**src/rtl/ccff_chain_loader.sv**
```systemverilog
// ccff_chain_loader
//   Serialises configuration words onto the ccff_head of the first tile of a
//   configuration chain. It produces the per-bit shift enable that gates
//   prog_clk, and holds IO_ISOL_N low from the start of a load until that load
//   completes cleanly.
//
// Ports
//   prog_clk   in   programming clock
//   pReset     in   asynchronous active-high reset
//   start      in   begin a load (sampled in IDLE only)
//   abort      in   cancel the load and return to IDLE (highest priority)
//   s_data     in   configuration word, MSB shifted first
//   s_valid    in   s_data valid
//   s_ready    out  block accepts s_data this cycle
//   ccff_head  out  serial configuration bit to the chain head
//   ccff_tail  in   serial bit returned from the chain tail
//   shift_en   out  chain captures ccff_head on this prog_clk edge
//   IO_ISOL_N  out  0 = IOs isolated, 1 = released after a good load
//   busy       out  FSM is not in IDLE
//   done       out  one-cycle pulse when the load completes
//   tail_ones  out  saturating count of 1s seen on ccff_tail while shift_en=1
//   dbg_state  out  current FSM state (IDLE=0, LOAD=1, SHIFT=2, DONE=3)
//
// Handshake: a word transfers on a prog_clk edge where s_valid and s_ready are
// both 1. s_ready is only high in LOAD and is withdrawn while abort is high, so
// no word is taken in an abort cycle. The source may hold or change s_data
// freely while s_ready is low.

module ccff_chain_loader #(
    parameter int WORD_W    = 32,
    parameter int CHAIN_LEN = 512,
    parameter int CNT_W     = 10
) (
    input  logic              prog_clk,
    input  logic              pReset,
    input  logic              start,
    input  logic              abort,
    input  logic [WORD_W-1:0] s_data,
    input  logic              s_valid,
    output logic              s_ready,
    output logic              ccff_head,
    input  logic              ccff_tail,
    output logic              shift_en,
    output logic              IO_ISOL_N,
    output logic              busy,
    output logic              done,
    output logic [CNT_W-1:0]  tail_ones,
    output logic [1:0]        dbg_state
);

    localparam int WB_W = $clog2(WORD_W + 1);

    typedef enum logic [1:0] {
        S_IDLE  = 2'd0,
        S_LOAD  = 2'd1,
        S_SHIFT = 2'd2,
        S_DONE  = 2'd3
    } state_t;

    state_t             state_q;
    logic [WORD_W-1:0]  shreg_q;      // bits still to send, next-after-current at MSB
    logic [WB_W-1:0]    wbits_q;      // bits of the current word still to shift
    logic [CNT_W-1:0]   remaining_q;  // chain bits still to shift in this load
    logic [CNT_W-1:0]   tail_ones_q;
    logic               s_ready_q;
    logic               ccff_head_q;
    logic               shift_en_q;
    logic               iso_n_q;
    logic               busy_q;
    logic               done_q;

    // Every output is a flop (or a flop qualified by abort) so the prog_clk
    // gate driven from shift_en never sees decode glitches.
    always_ff @(posedge prog_clk or posedge pReset) begin
        if (pReset) begin
            state_q     <= S_IDLE;
            shreg_q     <= '0;
            wbits_q     <= '0;
            remaining_q <= '0;
            tail_ones_q <= '0;
            s_ready_q   <= 1'b0;
            ccff_head_q <= 1'b0;
            shift_en_q  <= 1'b0;
            iso_n_q     <= 1'b0;
            busy_q      <= 1'b0;
            done_q      <= 1'b0;
        end else if (abort) begin
            // The chain is left partially loaded, so the IOs stay isolated.
            state_q     <= S_IDLE;
            s_ready_q   <= 1'b0;
            ccff_head_q <= 1'b0;
            shift_en_q  <= 1'b0;
            iso_n_q     <= 1'b0;
            busy_q      <= 1'b0;
            done_q      <= 1'b0;
        end else begin
            // A shift edge samples whatever the chain tail presents.
            if (shift_en_q && ccff_tail && (tail_ones_q != {CNT_W{1'b1}})) begin
                tail_ones_q <= tail_ones_q + CNT_W'(1);
            end
            case (state_q)
                S_IDLE: begin
                    done_q <= 1'b0;
                    if (start) begin
                        state_q     <= S_LOAD;
                        s_ready_q   <= 1'b1;
                        busy_q      <= 1'b1;
                        iso_n_q     <= 1'b0;
                        tail_ones_q <= '0;
                        remaining_q <= CNT_W'(CHAIN_LEN);
                    end
                end
                S_LOAD: begin
                    if (s_valid && s_ready_q) begin
                        // The MSB goes out right away. On a short final word
                        // the low bits are dropped by limiting wbits.
                        state_q     <= S_SHIFT;
                        s_ready_q   <= 1'b0;
                        shift_en_q  <= 1'b1;
                        ccff_head_q <= s_data[WORD_W-1];
                        shreg_q     <= s_data << 1;
                        if (int'(remaining_q) < WORD_W) begin
                            wbits_q <= WB_W'(remaining_q);
                        end else begin
                            wbits_q <= WB_W'(WORD_W);
                        end
                    end
                end
                S_SHIFT: begin
                    shreg_q     <= shreg_q << 1;
                    wbits_q     <= wbits_q - WB_W'(1);
                    remaining_q <= remaining_q - CNT_W'(1);
                    if (wbits_q == WB_W'(1)) begin
                        shift_en_q  <= 1'b0;
                        ccff_head_q <= 1'b0;
                        if (remaining_q == CNT_W'(1)) begin
                            state_q <= S_DONE;
                            done_q  <= 1'b1;
                        end else begin
                            state_q   <= S_LOAD;
                            s_ready_q <= 1'b1;
                        end
                    end else begin
                        ccff_head_q <= shreg_q[WORD_W-1];
                    end
                end
                S_DONE: begin
                    state_q <= S_IDLE;
                    done_q  <= 1'b0;
                    busy_q  <= 1'b0;
                    iso_n_q <= 1'b1;
                end
                default: begin
                    state_q <= S_IDLE;
                end
            endcase
        end
    end

    assign s_ready   = s_ready_q & ~abort;
    assign ccff_head = ccff_head_q;
    assign shift_en  = shift_en_q;
    assign IO_ISOL_N = iso_n_q;
    assign busy      = busy_q;
    assign done      = done_q;
    assign tail_ones = tail_ones_q;
    assign dbg_state = state_q;

endmodule
```
**config.mk**
```make
export PLATFORM = sky130hd
export DESIGN_NAME = ccff_chain_loader
export DESIGN_NICKNAME = d
export VERILOG_FILES = /design/src/rtl/ccff_chain_loader.sv
export SDC_FILE = /design/constraint.sdc
export NUM_CORES = 1
export LEC_CHECK = 0
export CORE_UTILIZATION = 39
export CTS_BUF_LIST = sky130_fd_sc_hd__clkbuf_4
export CTS_CLUSTER_DIAMETER = 200
export DETAILED_ROUTE_END_ITERATION = 10
export PLACE_DENSITY = 0.59
export REMOVE_ABC_BUFFERS = 1
export SKIP_CTS_REPAIR_TIMING = 1
export SLEW_MARGIN = 15
export SYNTH_ARGS = -nofsm -noshare
export SYNTH_HDL_FRONTEND = slang
export SYNTH_SLANG_ARGS = --single-unit
export TNS_END_PERCENT = 10
```
**constraint.sdc**
```tcl
create_clock -name prog_clk -period 5.46 [get_ports prog_clk]
set_clock_uncertainty 0.1 [all_clocks]
set_input_delay 1.092 -clock prog_clk [delete_from_list [all_inputs] [get_ports prog_clk]]
set_output_delay 1.092 -clock prog_clk [all_outputs]
set_load 0.1 [all_outputs]
```
==> results of run 1 <==
-- registers in the layout, summed over array words and instances (netlist names) --
name and flops:
s_ready_q 1, tail_ones 10, wbits_q 6, busy 1, IO_ISOL_N 1, ccff_head 1
done 1, remaining_q 10, shift_en 1, dbg_state 2, shreg_q 31
-- metal layers --
layer,GRT usage [%],vias to the layer above,share of wire (%)
li1,-,1452,-
met2,28.2,45,45
met4,9.09,0,1.4
met5,0,-,0
met1,26.5,1351,50
met3,3.30,9,3.7
-- power by group through the flow --
stage	combinational (mW)	clock, mW	sequential (mW)
2_1_floorplan	0.544	0	0.874
3_3_place_gp	0.824	0	0.802
3_5_place_dp	0.843	0	0.805
4_1_cts	0.846	0.341	0.795
5_1_grt	0.950	0.358	0.824
6_report	0.834	0.327	0.794
-- through the flow --
stage / power [mW] / area (sq um) / std cells / util (%) / setup slack [ns]
after floorplan: 1.42 / 3260 / 364 / - / 0.562
after global placement: 1.63 / 3980 / 529 / 48.2 / 2.08
after detailed placement: 1.65 / 3980 / 529 / 48.2 / 2.06
after CTS: 1.98 / 4120 / 545 / 49.9 / 2.05
after global routing: 2.13 / 4130 / 545 / 50.0 / 1.97
final: 1.96 / 4130 / 545 / 50.0 / 2.05
-- worst min-delay path, cell delays in order, from the launching register on --
cell     delay (ns)
dfrtp_1        0.36
nand2_1        0.05
nand2_1        0.05
-- worst min path at each step --
stage	from	to	slack, ns
4_1_cts	shreg_q[1]	shreg_q[1]	0.39
2_1_floorplan	shreg_q[1]	shreg_q[1]	0.34
3_3_place_gp	shreg_q[1]	shreg_q[1]	0.36
6_report	shreg_q[1]	shreg_q[1]	0.39
5_1_grt	shreg_q[1]	shreg_q[1]	0.43
3_5_place_dp	shreg_q[1]	shreg_q[1]	0.36
-- synthesized netlist by cell type, drive strengths merged (2+ instances only) --
| library cell | count |
|---|---|
| nor4 | 5 |
| o211ai | 2 |
| o21ai | 20 |
| inv | 14 |
| nor2 | 79 |
| or3 | 12 |
| xnor2 | 3 |
| a32oi | 2 |
| nand3 | 9 |
| o21a | 2 |
| o31ai | 2 |
| xor2 | 3 |
| a31oi | 4 |
| nor3 | 67 |
| dfrtp | 65 |
| or4 | 4 |
| nand2 | 12 |
| nand2b | 4 |
| and3 | 2 |
| mux2i | 2 |
| clkbuf | 20 |
| nor2b | 2 |
| o22ai | 3 |
| buf | 2 |
| and3b | 2 |
| nand4 | 5 |
| or2 | 3 |
| ha | 10 |
| a21oi | 14 |
-- cells by family after synthesis --
logic type,synth area share [%]
buffers and inverters,4.04
muxes,1.05
adders and majority gates,3.74
AOI/OAI and AO/OA,10.7
xor gates and xnor gates,1.57
DFF,48.6
and+or+nand+nor,30.3
-- area by class of cell --
type | instances | area (sq um)
clock buffer | 9 | 67.6
tap | 105 | 131
multi-input combinational | 285 | 1590
clock inverter | 7 | 71.3
inverter | 14 | 52.6
fill | 829 | 4130
sequential | 65 | 1630
timing repair buffer | 60 | 586
==> results.txt, run 1 <==
----------------------------------------------------
[Run status]
  Outcome ... finished clean

[Floorplanning]
  Placeable core region ... 8260 sq um
  Die height ... 94.6 um
  Width of the die ... 94.6 um
  Placement row count ... 33
  Area of the die ... 8950 sq um
  Starting utilization of the core area ... 40.5%
  Top-level I/O count ... 56

[Placement]
  Placed wire-length estimate ... 5170 um
  Weighted congestion at the end of routability-driven global placement ... 0.775
  Count of buffers from port buffering ... 55

[Critical path]
  Stage delay of the slowest cell on the critical path ... 0.40 ns
  Capturing element type of the critical path ... primary output
  Worst-path cell chain ... clkdlybuf4s50_1 > buf_4 > nor2b_1 > buf_4
  Critical path launch point type ... input port
  Data arrival at the endpoint of the critical path ... 2.22 ns
  WP data required ... 4.27 ns
  Combined buffer and inverter count along the critical path ... 3
  R2R setup slack ... 2.59 ns
  Launch point of the worst path ... abort
  Classification of the worst setup path ... in2out
  Library cell appearing most often on the critical path ... buf_4
  Slowest-stage cell, CP ... clkdlybuf4s50_1
  CP delay by family, top ... buffers and inverters
  Last element of the critical path ... s_ready
  Crit Reg-Reg Endpoint ... shreg_q[31]
  Cell depth of the worst setup path ... 4
  Worst reg2reg path depth ... 7
  Worst-path maximum fanout ... 22
  Critical R2R Launch ... dbg_state[0]

[Routing]
  ANT nets after route ... 0
  Routed wirelength normalized by instance count ... 13.9 um
  Number of remaining DRC errors ... 0
  Vias per Instance ... 5.24
  Count of TritonRoute iterations in the first routing pass ... 5
  Detailed router's first-iteration violation count ... 174
  Final Routed Wirelength ... 7570 um
  Number of vias in the routed layout ... 2857

[Global route]
  Vias in the first global route ... 2741
  GR Overflow Total ... 0
  First-pass GRT wire length ... 13100 um
  Initial antenna violation count ... 0
  Global-route usage over all layers ... 18.9%
  Maximum number of pins on one net before global-route repair ... 46

[Power and ir drop]
  Power density over the cells ... 474 nW/um^2
  Net Switching ... 830 uW
  Share of power burned in combinational logic ... 42.6%
  Leakage power total ... 1.69 nW
  Share of power burned in the clock network ... 16.7%
  Switching power share of the total ... 42.4%
  Part of the power in registers ... 40.6%
  Internal power ... 1.13 mW
  Peak supply drop ... 176 uV

[Timing]
  Maximum operating frequency ... 0.293 GHz
  Final critical-path required period ... 3.41 ns
  Worst hold slack after final layout ... 0.389 ns
  Count of endpoints failing setup in the final report ... 0
  Transition at the pin with the smallest max-transition slack ... 1.04 ns
  Final period utilization ... 62.5%
  Final setup TNS ... 0 ns
  Final hold violation count ... 0
  Setup repair after global routing missed its margin ... false
  Final number of max-transition violations ... 0
  Worst relative slew slack ... 30.5%

[Final layout]
  Most frequent standard cell in the layout excluding fill and tap cells ... nor2_1
  Antenna cells ... 0
  Proportion of layout cells with a drive suffix above 1 ... 8.18%
  Leading cell types in the layout, fill and taps excluded ... nor2_1 (79), nor3_1 (66), dfrtp_1 (65)
  Relative area change from synthesis to final layout ... 23.4%
  Number of nets in the layout ... 483

[Logic synthesis]
  Area contributors post-synth ... dfrtp_1 (49%), nor3_1 (10%), nor2_1 (8.9%)
  Unique masters post-synth ... 44
  Post-synthesis register bit count ... 65
  Synth top area share ... 48.6%
  Cell Area, Synth ... 3340 sq um
  Gate count of the mapped netlist ... 386
  Fraction of registers with async set or reset after synthesis ... 100%
  Avg Inst Size Synth ... 8.66 sq um
  Most area-hungry cell type in the Yosys netlist ... dfrtp_1
  Synth Flop Type ... dfrtp_1
  Sequential cell area fraction in the yosys report ... 48.6%
  Yosys Warn Count ... 0
  EDFF count, synth ... 0

[Clock tree]
  # H-tree levels ... 3
  Cell at the root of the clock tree ... clkbuf_4
  Worst-Skew Late Latency ... 0.43 ns
  CTS Sinks ... 65
  TritonCTS clock tree ... built
  Clock-pin slew of the registers on the worst-case setup and hold paths ... 0.11 ns
  Number of buffers created by CTS ... 9
  Maximum number of buffers from clock root to sink ... 2

[Hold path]
  Hold Path Class ... reg2reg
  Number of cells on the worst hold path ... 2

[Run]
  Max-cap violations ... 0

----------------------------------------------------
Power figures use the tool's default switching activity.
==> run 2: changes to the inputs <==
- clock period: 5.46 -> 3.5 ns (I/O delays scaled with it)
==> run 2 against run 1 <==
Effect of this change: setup slack worse by 1.4 ns; count of clock-buffer cells in the layout unchanged; sequential share of layout area down 0.38 points; cell area up 0.97%; die area unchanged; register-to-register slack worse by 1.9 ns; wire length up 2.5%; combinational power up 57%; sequential power up 56%; largest power group unchanged.
==> results.txt, run 2 (synthesized netlist as in run 1, its figures left out) <==
----------------------------------------------------
[Floorplanning]
  Die height ... 94.6 um (unchanged)
  Area of the die ... 8950 sq um (unchanged)
  Placeable core region ... 8260 sq um (unchanged)
  Starting utilization of the core area ... 40.5% (unchanged)
  Width of the die ... 94.6 um (unchanged)
  Placement row count ... 33 (unchanged)
  Top-level I/O count ... 56 (unchanged)

[Final layout]
  Area taken by multi-input logic gates ... 1590 sq um (unchanged)
  Antenna cells ... 0 (unchanged)
  Proportion of layout cells with a drive suffix above 1 ... 12.9% (+4.7 points)
  Final cell count without fillers ... 548 (+0.55%)
  Most frequent standard cell in the layout excluding fill and tap cells ... nor2_1
  Leading cell types in the layout, fill and taps excluded ... nor2_1 (79), nor3_1 (66), dfrtp_1 (65)
  Number of nets in the layout ... 486 (+0.62%)
  Register containing the most flip-flops in the final layout ... shreg_q
  Max reg flops ... 31 (unchanged)
  Fill cell instance count of the final layout ... 803 (-3.1%)
  Relative area change from synthesis to final layout ... 24.6%
  Storage element area ... 1630 sq um (unchanged)

[Timing]
  Setup repair after global routing missed its margin ... false
  Final critical-path required period ... 2.86 ns
  Maximum operating frequency ... 0.350 GHz
  Worst relative slew slack ... 44.3% (+14 points)
  Transition at the pin with the smallest max-transition slack ... 0.835 ns (-0.208 ns)
  Final hold violation count ... 0 (unchanged)
  Final number of max-transition violations ... 0 (unchanged)
  Count of endpoints failing setup in the final report ... 0 (unchanged)
  Final period utilization ... 81.6%
  Worst hold slack after final layout ... 0.387 ns (-0.00211 ns)
  Worst Slack Setup Final ... 0.643 ns (-1.41 ns)

[Power and ir drop]
  Leakage power total ... 1.76 nW (+4.3%)
  Peak supply drop ... 250 uV (+42%)
  Power density over the cells ... 768 nW/um^2 (+62%)

[Global route]
  Initial antenna violation count ... 0 (unchanged)
  Maximum number of pins on one net before global-route repair ... 66 (+43%)
  GR Overflow Total ... 0 (unchanged)
  Vias in the first global route ... 2718 (-0.84%)
  Global-route usage over all layers ... 18.8% (-0.17 points)
  First-pass GRT wire length ... 13100 um (-0.21%)

[Routing]
  Top routing layer used ... met4
  ANT nets after route ... 0 (unchanged)
  Vias per Instance ... 5.28 (+0.64%)
  Met2 Routed Length ... 3690 um (+7.4%)
  Number of vias in the routed layout ... 2891 (+1.2%)
  Count of TritonRoute iterations in the first routing pass ... 4 (-1)
  Final Routed Wirelength ... 7750 um (+2.5%)
  Detailed router's first-iteration violation count ... 107 (-39%)
  Number of remaining DRC errors ... 0 (unchanged)
  Wire length on met3 ... 236 um (-15%)
  Routed met1 length ... 3740 um (about the same)
  Routed wirelength normalized by instance count ... 14.1 um (+1.9%)

[Placement]
  Count of buffers from port buffering ... 55 (unchanged)
  Weighted congestion at the end of routability-driven global placement ... 0.785 (+1.3%)
  Placed wire-length estimate ... 5300 um (+2.5%)
  Post-Place Worst Slack ... 0.556 ns (-1.50 ns)
  Number of placed instances, taps included ... 532 (+0.57%)

[Critical path]
  Data arrival at the endpoint of the critical path ... 2.06 ns (-0.16 ns)
  WP data required ... 2.70 ns (-1.57 ns)
  Capturing element type of the critical path ... primary output
  Critical path launch point type ... input port
  Classification of the worst setup path ... in2out
  Worst-path maximum fanout ... 16 (-27%)

[Clock tree]
  Maximum number of buffers from clock root to sink ... 2 (unchanged)
  # H-tree levels ... 3 (unchanged)
  Number of buffers created by CTS ... 9 (unchanged)
  TritonCTS clock tree ... built
  Clock-pin slew of the registers on the worst-case setup and hold paths ... 0.11 ns (about the same)
  Worst-Skew Late Latency ... 0.40 ns (-0.03 ns)
  Cell at the root of the clock tree ... clkbuf_4
  CTS Sinks ... 65 (unchanged)

[Hold path]
  Hold Path Class ... reg2reg

[Run status]
  Outcome ... finished clean

[Run]
  Max-cap violations ... 0 (unchanged)

----------------------------------------------------
run 2: routing by layer:
layer,vias up,track usage (%)
li1,1455,-
met1,1394,25.3
met2,36,30.2
met3,6,3.95
met4,0,5.93
met5,-,0
run 2: cell type report:
cell class              instances  share of cell area, %
clock buffers                   9                   1.62
clock inverters                 7                   2.85
inverters                      14                   1.26
multi-input cells             285                   38.2
flip-flops and latches         65                   39.0
well taps                     105                   3.15
repair buffers                 63                   13.9
run 2: power by group:
part	total, mW	internal [mW]	switching [mW]
combinational	1.31	0.506	0.803
clock	0.648	0.361	0.287
sequential	1.24	1.04	0.208
run 2: worst paths after layout:
check | start | to | slack, ns | depth (start not counted)
max reg2reg | dbg_state[0] | remaining_q[6] | 0.69 | 6
max in group asynchronous | pReset | dbg_state[1] | 2.00 | 3
max | abort | s_ready | 0.64 | 3
min | shreg_q[1] | shreg_q[1] | 0.39 | 2
min reg2reg | shreg_q[1] | shreg_q[1] | 0.39 | 2
min in group asynchronous | pReset | shreg_q[16] | 0.75 | 3
run 2: critical path, stage by stage:
cell,delay [ns]
clkdlybuf4s50_1,0.70
nor2b_1,0.42
buf_12,0.22
run 2: through the flow:
step	cell area (sq um)	utilization [%]	TNS [ns]	power (mW)
after floorplan	3260	-	-35.70	2.21
after global placement	3980	48.2	0	2.54
after detailed placement	3980	48.2	0	2.58
after CTS	4160	50.4	0	3.24
after global routing	4170	50.5	0	3.46
final	4170	50.5	0	3.20
